[config.mk]
export PLATFORM = sky130hd
export DESIGN_NAME = div_timer_gen_flat
export DESIGN_NICKNAME = d
export VERILOG_FILES = /design/src/rtl/div_timer_gen_if.sv /design/src/rtl/div_timer_gen.sv /design/src/flat_wrapper.sv
export SDC_FILE = /design/constraint.sdc
export NUM_CORES = 1
export LEC_CHECK = 0
export BUFFER_PORTS_ARGS = -buffer_cell sky130_fd_sc_hd__buf_2
export CAP_MARGIN = 10
export CORE_MARGIN = 4
export CORE_UTILIZATION = 52
export DETAILED_ROUTE_END_ITERATION = 8
export PLACE_DENSITY = 0.82
export SYNTH_ARGS = -nofsm -noshare
export SYNTH_HDL_FRONTEND = slang
export SYNTH_SLANG_ARGS = --single-unit
[constraint.sdc]
create_clock -name clkin -period 3.5 [get_ports clkin]
set_input_delay 0 -clock clkin [delete_from_list [all_inputs] [get_ports clkin]]
set_output_delay 0 -clock clkin [all_outputs]
set_load 0.03 [all_outputs]
[src/rtl/div_timer_gen_if.sv]
// div_timer_gen_if: CPU register-bus window for the divider/timer block.
//   Bus master (CPU side) drives:
//     sel      register window FF04-FF07 selected
//     addr     0=DIV 1=TIMA 2=TMA 3=TAC
//     wr, rd   one-cycle write strobe / read strobe
//     wdata    write data
//   Bus slave (timer) drives:
//     rdata    read data, valid while sel && rd
//     rdata_oe shared-bus tristate enable
//     irq      timer interrupt request, 1-cycle pulse
//     div_tap  selected divider bit for the frame sequencer
interface div_timer_gen_if;
    logic       sel;
    logic [1:0] addr;
    logic       wr;
    logic       rd;
    logic [7:0] wdata;
    logic [7:0] rdata;
    logic       rdata_oe;
    logic       irq;
    logic       div_tap;

    modport master (
        output sel, addr, wr, rd, wdata,
        input  rdata, rdata_oe, irq, div_tap
    );

    modport slave (
        input  sel, addr, wr, rd, wdata,
        output rdata, rdata_oe, irq, div_tap
    );
endinterface

[src/rtl/div_timer_gen.sv]
// div_timer_gen: free-running divider (DIV), programmable counter (TIMA) with
// modulo reload (TMA), control register (TAC) and overflow interrupt.
//   clkin  core clock, all state updates on the rising edge
//   reset  asynchronous active-high reset
//   bus    register window (slave side), see div_timer_gen_if
// TIMA is clocked by the falling edge of the selected divider tap gated with
// TAC[2]. Overflow is followed by one OVF cycle (TIMA reads 00, a CPU write
// cancels the reload) and one RELOAD cycle (TIMA=TMA, irq high).
module div_timer_gen #(
    parameter int DIV_W   = 16,
    parameter int TAP0    = 9,
    parameter int TAP1    = 3,
    parameter int TAP2    = 5,
    parameter int TAP3    = 7,
    parameter int OUT_TAP = 12
) (
    input  logic            clkin,
    input  logic            reset,
    div_timer_gen_if.slave  bus
);

    typedef enum logic [1:0] {
        ST_RUN,
        ST_OVF,
        ST_RELOAD
    } state_t;

    logic [DIV_W-1:0] divider_q;
    logic [7:0]       tima_q;
    logic [7:0]       tma_q;
    logic [2:0]       tac_q;
    state_t           state_q;
    logic             irq_q;
    logic             tap_q;

    logic             we_div;
    logic             we_tima;
    logic             we_tma;
    logic             we_tac;
    logic             tap_bit;
    logic             sig;
    logic             tick;
    logic [7:0]       tma_d;
    logic [7:0]       rdata_c;

    assign we_div  = bus.sel && bus.wr && (bus.addr == 2'd0);
    assign we_tima = bus.sel && bus.wr && (bus.addr == 2'd1);
    assign we_tma  = bus.sel && bus.wr && (bus.addr == 2'd2);
    assign we_tac  = bus.sel && bus.wr && (bus.addr == 2'd3);

    always_comb begin
        tap_bit = 1'b0;
        case (tac_q[1:0])
            2'd0: tap_bit = divider_q[TAP0];
            2'd1: tap_bit = divider_q[TAP1];
            2'd2: tap_bit = divider_q[TAP2];
            default: tap_bit = divider_q[TAP3];
        endcase
    end

    // Any 1->0 of the gated tap counts, including ones caused by clearing
    // DIV, disabling the timer or switching taps while the old tap was high.
    assign sig  = tac_q[2] && tap_bit;
    assign tick = tap_q && !sig;

    // A reload in the same cycle as a TMA write uses the freshly written value.
    assign tma_d = we_tma ? bus.wdata : tma_q;

    always_ff @(posedge clkin or posedge reset) begin
        if (reset) begin
            divider_q <= '0;
            tima_q    <= 8'h00;
            tma_q     <= 8'h00;
            tac_q     <= 3'b000;
            state_q   <= ST_RUN;
            irq_q     <= 1'b0;
            tap_q     <= 1'b0;
        end else begin
            divider_q <= we_div ? '0 : divider_q + DIV_W'(1);
            tap_q     <= sig;
            tma_q     <= tma_d;
            irq_q     <= 1'b0;
            if (we_tac) begin
                tac_q <= bus.wdata[2:0];
            end

            case (state_q)
                ST_RUN: begin
                    // A CPU write beats a same-cycle tick; the tick is lost.
                    if (we_tima) begin
                        tima_q <= bus.wdata;
                    end else if (tick) begin
                        if (tima_q == 8'hFF) begin
                            tima_q  <= 8'h00;
                            state_q <= ST_OVF;
                        end else begin
                            tima_q <= tima_q + 8'd1;
                        end
                    end
                end
                ST_OVF: begin
                    if (we_tima) begin
                        tima_q  <= bus.wdata;
                        state_q <= ST_RUN;
                    end else begin
                        tima_q  <= tma_d;
                        irq_q   <= 1'b1;
                        state_q <= ST_RELOAD;
                    end
                end
                ST_RELOAD: begin
                    // TIMA writes are ignored here; a TMA write also lands in TIMA.
                    if (we_tma) begin
                        tima_q <= bus.wdata;
                    end
                    state_q <= ST_RUN;
                end
                default: begin
                    state_q <= ST_RUN;
                end
            endcase
        end
    end

    always_comb begin
        rdata_c = 8'h00;
        if (bus.sel && bus.rd) begin
            case (bus.addr)
                2'd0: rdata_c = divider_q[DIV_W-1 -: 8];
                2'd1: rdata_c = tima_q;
                2'd2: rdata_c = tma_q;
                default: rdata_c = {5'b11111, tac_q};
            endcase
        end
    end

    assign bus.rdata    = rdata_c;
    assign bus.rdata_oe = bus.sel && bus.rd;
    assign bus.irq      = irq_q;
    assign bus.div_tap  = divider_q[OUT_TAP];

endmodule

[src/flat_wrapper.sv]
// flat-port wrapper written by rule: the top's interface ports become plain ports
module div_timer_gen_flat 
#(
    parameter int DIV_W   = 16,
    parameter int TAP0    = 9,
    parameter int TAP1    = 3,
    parameter int TAP2    = 5,
    parameter int TAP3    = 7,
    parameter int OUT_TAP = 12
)
  (clkin, reset, bus_sel, bus_addr, bus_wr, bus_rd, bus_wdata, bus_rdata, bus_rdata_oe, bus_irq, bus_div_tap);
  div_timer_gen_if bus_i ();
  input  logic clkin;
  input  logic reset;
  input wire logic [$bits(bus_i.sel)-1:0] bus_sel;
  input wire logic [$bits(bus_i.addr)-1:0] bus_addr;
  input wire logic [$bits(bus_i.wr)-1:0] bus_wr;
  input wire logic [$bits(bus_i.rd)-1:0] bus_rd;
  input wire logic [$bits(bus_i.wdata)-1:0] bus_wdata;
  output wire logic [$bits(bus_i.rdata)-1:0] bus_rdata;
  output wire logic [$bits(bus_i.rdata_oe)-1:0] bus_rdata_oe;
  output wire logic [$bits(bus_i.irq)-1:0] bus_irq;
  output wire logic [$bits(bus_i.div_tap)-1:0] bus_div_tap;
  assign bus_i.sel = bus_sel;
  assign bus_i.addr = bus_addr;
  assign bus_i.wr = bus_wr;
  assign bus_i.rd = bus_rd;
  assign bus_i.wdata = bus_wdata;
  assign bus_rdata = bus_i.rdata;
  assign bus_rdata_oe = bus_i.rdata_oe;
  assign bus_irq = bus_i.irq;
  assign bus_div_tap = bus_i.div_tap;
  div_timer_gen #(.DIV_W(DIV_W), .TAP0(TAP0), .TAP1(TAP1), .TAP2(TAP2), .TAP3(TAP3), .OUT_TAP(OUT_TAP)) u_core (.clkin(clkin), .reset(reset), .bus(bus_i));
endmodule
; ---- After elaboration in Yosys (flattened, before gate mapping)
; Index checks and enable logic that the tools add are counted.
[word_totals]
out_inout_bits = 11
register_bits = 39
ramBits = 0
latch_bits = 0
rom_bits = 0
wordCells = 55
n_memories = 0
[classes]
shift = 0
n_addsub = 2
bitwise_logic = 0
div_mod_pow = 0
n_lt_le_gt_ge = 0
n_mux = 18
reduce_logical = 15
n_eq_ne = 13
n_mul = 0
[ops]
columns = cell, count
row1 = $mux 8, 7
row2 = $pmux 8 s3, 2
row3 = $add 16x1->16 const B, 1
row4 = $mux 16, 1
row5 = $add 8x1->8 const B, 1
row6 = $eq 2x2->1 const B, 4
row7 = $eq 8x8->1 const B, 1
row8 = $logic_and 1x1->1, 8
row9 = $mux 2, 4
row10 = $eq 2x1->1 const B, 3
row11 = $logic_not 2->1, 3
row12 = $ne 2x1->1 const B, 3
row13 = $reduce_and 3->1, 2
row14 = $pmux 2 s2, 1
row15 = $ne 3x1->1 const B, 1
row16 = $pmux 1 s3, 1
row17 = $reduce_bool 3->1, 1
row18 = $mux 1, 2
row19 = $ne 2x2->1 const B, 1
row20 = $logic_not 1->1, 1

; ---- Depth between registers and ports, before layout
[depth]
ltp_word = 8
ltp_mapped = 8
mapped_depth_nobuf = 7

; ---- Worst setup path before layout
; Ideal clock, no wire load.
[synth_timing]
path_kind = register to register
startpoint = reg u_core.state_q[0]
endpoint = reg u_core.tima_q[0]
required_time_ns = 3.375
n_path_buf = 2
path_stages_with_launch = 8
t_arrival_ns = 1.553
period_less_slack_ns = 1.679
slack_ns = 1.821
cell_sequence = dfrtp_1 > inv_1 > ha_1 > clkbuf_1 > a221o_2 > buf_6 > o21ai_0 > o21ai_1
[synth_via]
elab_chain_len = 3
elab_cells_between_ends = 8
cone_classes = eq/ne (4) / mux (1) / reduce/logical (3)
[synth_lines]
columns = element, line
row1 = start: declaration, div_timer_gen.sv:32  ; state_t state_q;
row2 = start signal: assignment, div_timer_gen.sv:75  ; state_q <= ST_RUN;
row3 = start signal: assignment, div_timer_gen.sv:95  ; state_q <= ST_OVF;
row4 = start signal: assignment, div_timer_gen.sv:104  ; state_q <= ST_RUN;
row5 = "$eq 2x2->1, or another cell as far along", div_timer_gen.sv:87  ; case (state_q)
row6 = "$ne 2x1->1 (no line), or another cell as far along", -
row7 = $reduce_and 3->1 (no line), -
row8 = end signal: assignment, div_timer_gen.sv:91  ; tima_q <= bus.wdata;
row9 = end signal: assignment, div_timer_gen.sv:97  ; tima_q <= tima_q + 8'd1;
row10 = end signal: assignment, div_timer_gen.sv:103  ; tima_q <= bus.wdata;
row11 = end: declaration, div_timer_gen.sv:29  ; logic [7:0] tima_q;
; Several ways; a longest one is shown, not always the timed one.
; A chain may end at the register's enable or synchronous reset.

; ---- Worst setup path after layout
[layout_timing]
startpoint = reg u_core.state_q[0]
endpoint = reg u_core.tima_q[5]
; Same word-level chain as after synthesis.

==> impl_metrics.env <==
export IMPL_outcome="completed"
export IMPL_htree_num_levels=2
export IMPL_hpwlAfterDp_um=4080
export IMPL_synth_top_area_cell="dfrtp_1"
export IMPL_grt_overflow=0
export IMPL_core_area_um2=4470
export IMPL_cts_buffers=5
export IMPL_cts_tree="yes"
export IMPL_yosysSeqAreaShare_pct=39.7
export IMPL_clock_latency_ps=300
export IMPL_netlist_area_um2=2460
export IMPL_r2r_end="u_core.tima_q[5]"
export IMPL_fmax_mhz=445
export IMPL_grt_pass1_wl_um=9640
export IMPL_holdPathEnd="u_core.tac_q[1]"
export IMPL_clock_root_buffer="clkbuf_8"
export IMPL_rsz0062_at_grt="no"
export IMPL_io_buffers=25
export IMPL_async_reset_ff_share_pct=100
export IMPL_synth_top_area_share_pct=39.7
export IMPL_synth_most_common_cell="dfrtp_1"
export IMPL_syn_nets=277
export IMPL_fin_skew_ps=7.12
export IMPL_synth_common_cells="dfrtp_1, nor2_1, nand2_1, mux2_2, o21ai_0"
export IMPL_rr_worst_depth=6
export IMPL_start_kind="flip-flop"
export IMPL_path_cells="inv_1 > ha_1 > o21ai_0 > a221oi_1 > nor3_1 > a211o_1"
export IMPL_power_mw=1.44
export IMPL_worst_path_max_fanout=15
export IMPL_power_density_nw_per_um2=525
export IMPL_via_count=2154
export IMPL_finalCritPeriodShare_pct=64.3
export IMPL_maxSlewHeadroom_pct=64.1
export IMPL_cts_setup_buffers=0
export IMPL_hold_class="in2reg"
export IMPL_fp_dieW_um=76.7
export IMPL_arrival_ps=2430
export IMPL_drt_first_pass_iters=5
export IMPL_wl_per_cell_um=17.6
export IMPL_yosys_top_cells_area="dfrtp_1, mux2_2, nor2_1"
export IMPL_hold_ws_ps=3.49
export IMPL_period_minus_slack_ps=2250
export IMPL_initial_utilization_pct=54.9
export IMPL_min_path_cells=2
export IMPL_numClockSinks=39
export IMPL_fin_setup_tns_ps=0
export IMPL_finalWorstSetupSlack_ps=1250
export IMPL_rows=24
export IMPL_tightest_slew_ps=535
export IMPL_synth_cell_types=56
export IMPL_peakVddDrop_mv=0.248
export IMPL_grt_pass1_vias=2033
export IMPL_dominantRegCellSynth="dfrtp_1"
export IMPL_crit_slowest_cell="ha_1"
export IMPL_synth_edf_count=0
export IMPL_cp_end_kind="flip-flop"
export IMPL_drc=0
export IMPL_pre_cts_slack_ps=1360
export IMPL_clk_pin_slew_ps=80
export IMPL_grt_usage_pct=20.5
export IMPL_die_area_um2=5890
export IMPL_drive_above_1_share_pct=22.5
export IMPL_detail_route_antenna_nets=0
export IMPL_yosys_warnings=0
export IMPL_die_h_um=76.7
export IMPL_syn_avg_cell_area_um2=9.60
export IMPL_vias_per_cell=6.41
export IMPL_clock_path_buffers=2
export IMPL_antenna_found_initial=0
export IMPL_max_cap_violations=0
export IMPL_path_class="reg2reg"
export IMPL_setup_violations=0
export IMPL_num_nets_final=304
export IMPL_routed_wl_um=5910
export IMPL_p_leak_nw=1.18
export IMPL_r2r_slack_ps=1250
export IMPL_cp_required_ps=3680
export IMPL_hold_viol_final=0
export IMPL_timing_rr_start="u_core.state_q[0]"
export IMPL_slew_viol_final=0
export IMPL_netlist_instances=256
export IMPL_synth_seq_cells=39
export IMPL_n_antenna_cell=0
export IMPL_grt_start_max_net_pins=40
export IMPL_hold_start="bus_wdata[1]"
export IMPL_drtIter0Drc=194
export IMPL_synthToLayoutAreaGrowth_pct=12.0
export IMPL_ios=26
export IMPL_place_congestion=0.878
export IMPL_slowest_delay_ps=590
## report_power, final
group	leakage [nW]	switching (mW)	internal, mW
sequential	0.494	0.147	0.560
clock	0.0474	0.172	0.161
combinational	0.643	0.203	0.201
## how the worst max path moves through the flow
stage               cells after the start               from               end  slack [ps]
floorplan                               7  u_core.state_q[0]  u_core.tima_q[0]        1820
global placement                        6  u_core.state_q[0]  u_core.tima_q[5]        1490
detailed placement                      6  u_core.state_q[0]  u_core.tima_q[5]        1360
CTS                                     6  u_core.state_q[0]  u_core.tima_q[5]        1320
global route                            6  u_core.state_q[0]  u_core.tima_q[5]        1120
finish                                  6  u_core.state_q[0]  u_core.tima_q[5]        1250
## routing by layer
layer / up-vias / wire length [um] / GRT usage (%)
li1: 995 / - / -
met1: 1036 / 2570 / 25.3
met2: 103 / 2860 / 34.3
met3: 20 / 324 / 4.57
met4: 0 / 168 / 9.06
met5: - / 0 / 0
## cell usage in the layout (no fill, tap or decap), types with 2 or more instances in the layout
cell,count
a211o_1,2
a211oi_1,2
a21o_1,3
a21oi_1,7
a31oi_1,3
and2_1,3
and3_1,3
buf_2,25
buf_4,2
clkbuf_8,6
dfrtp_1,39
dlygate4sd3_1,6
ha_1,6
inv_1,6
mux2_2,17
mux2i_1,2
mux4_2,3
nand2_1,18
nand2b_1,5
nand3_1,11
nand4_1,8
nor2_1,25
nor2b_1,4
nor3_1,7
o211ai_1,2
o21a_1,2
o21ai_0,12
o21bai_1,2
o22a_1,2
o22ai_1,8
o31ai_1,2
o31ai_2,2
or2_2,2
or3_1,3
xnor2_1,5
xor2_1,8
## logic make-up after synthesis
| group | Yosys count | share of synthesized area, % |
|---|---|---|
| AOI/OAI and AO/OA | 58 | 16.4 |
| xor gates and xnor gates | 13 | 4.63 |
| adders and majority gates | 6 | 3.05 |
| buffers and inverters | 19 | 3.77 |
| DFF | 39 | 39.7 |
| muxes | 22 | 11.4 |
| and+or+nand+nor | 99 | 21.1 |
## registers in the layout, summed over array words and instances, names as in the netlist
signal            flops
u_core.tima_q         8
u_core.divider_q     16
u_core.tap_q          1
u_core.bus.irq        1
u_core.state_q        2
u_core.tma_q          8
u_core.tac_q          3
## stage by stage
| step | instances | util (%) | cell area (um2) |
|---|---|---|---|
| floorplan | 256 | - | 2460 |
| global placement | 322 | 57.9 | 2590 |
| detailed placement | 322 | 57.9 | 2590 |
| CTS | 336 | 61.5 | 2750 |
| global route | 336 | 61.5 | 2750 |
| finish | 336 | 61.5 | 2750 |
## worst max-delay path, delay by kind of cell, from the launching register on
kind / cells / cell delay [ps]
DFF: 1 / 410
AOI/OAI and AO/OA: 3 / 950
adders and majority gates: 1 / 590
buffers and inverters: 1 / 80
and+or+nand+nor: 1 / 100
## layout make-up
class,instances,area [um2]
timing repair buffer,33,200
inverter,6,22.5
fill,375,1720
clock buffer,6,82.6
tap,52,65.1
multi-input combinational,198,1390
sequential,39,976
clock inverter,2,16.3
## repair_timing
item	in CTS	in global routing
endpoints found under the hold margin	44	0
resized for setup	0	0
hold buffers	6	0
Note: power is estimated with default switching activity, not from simulation.
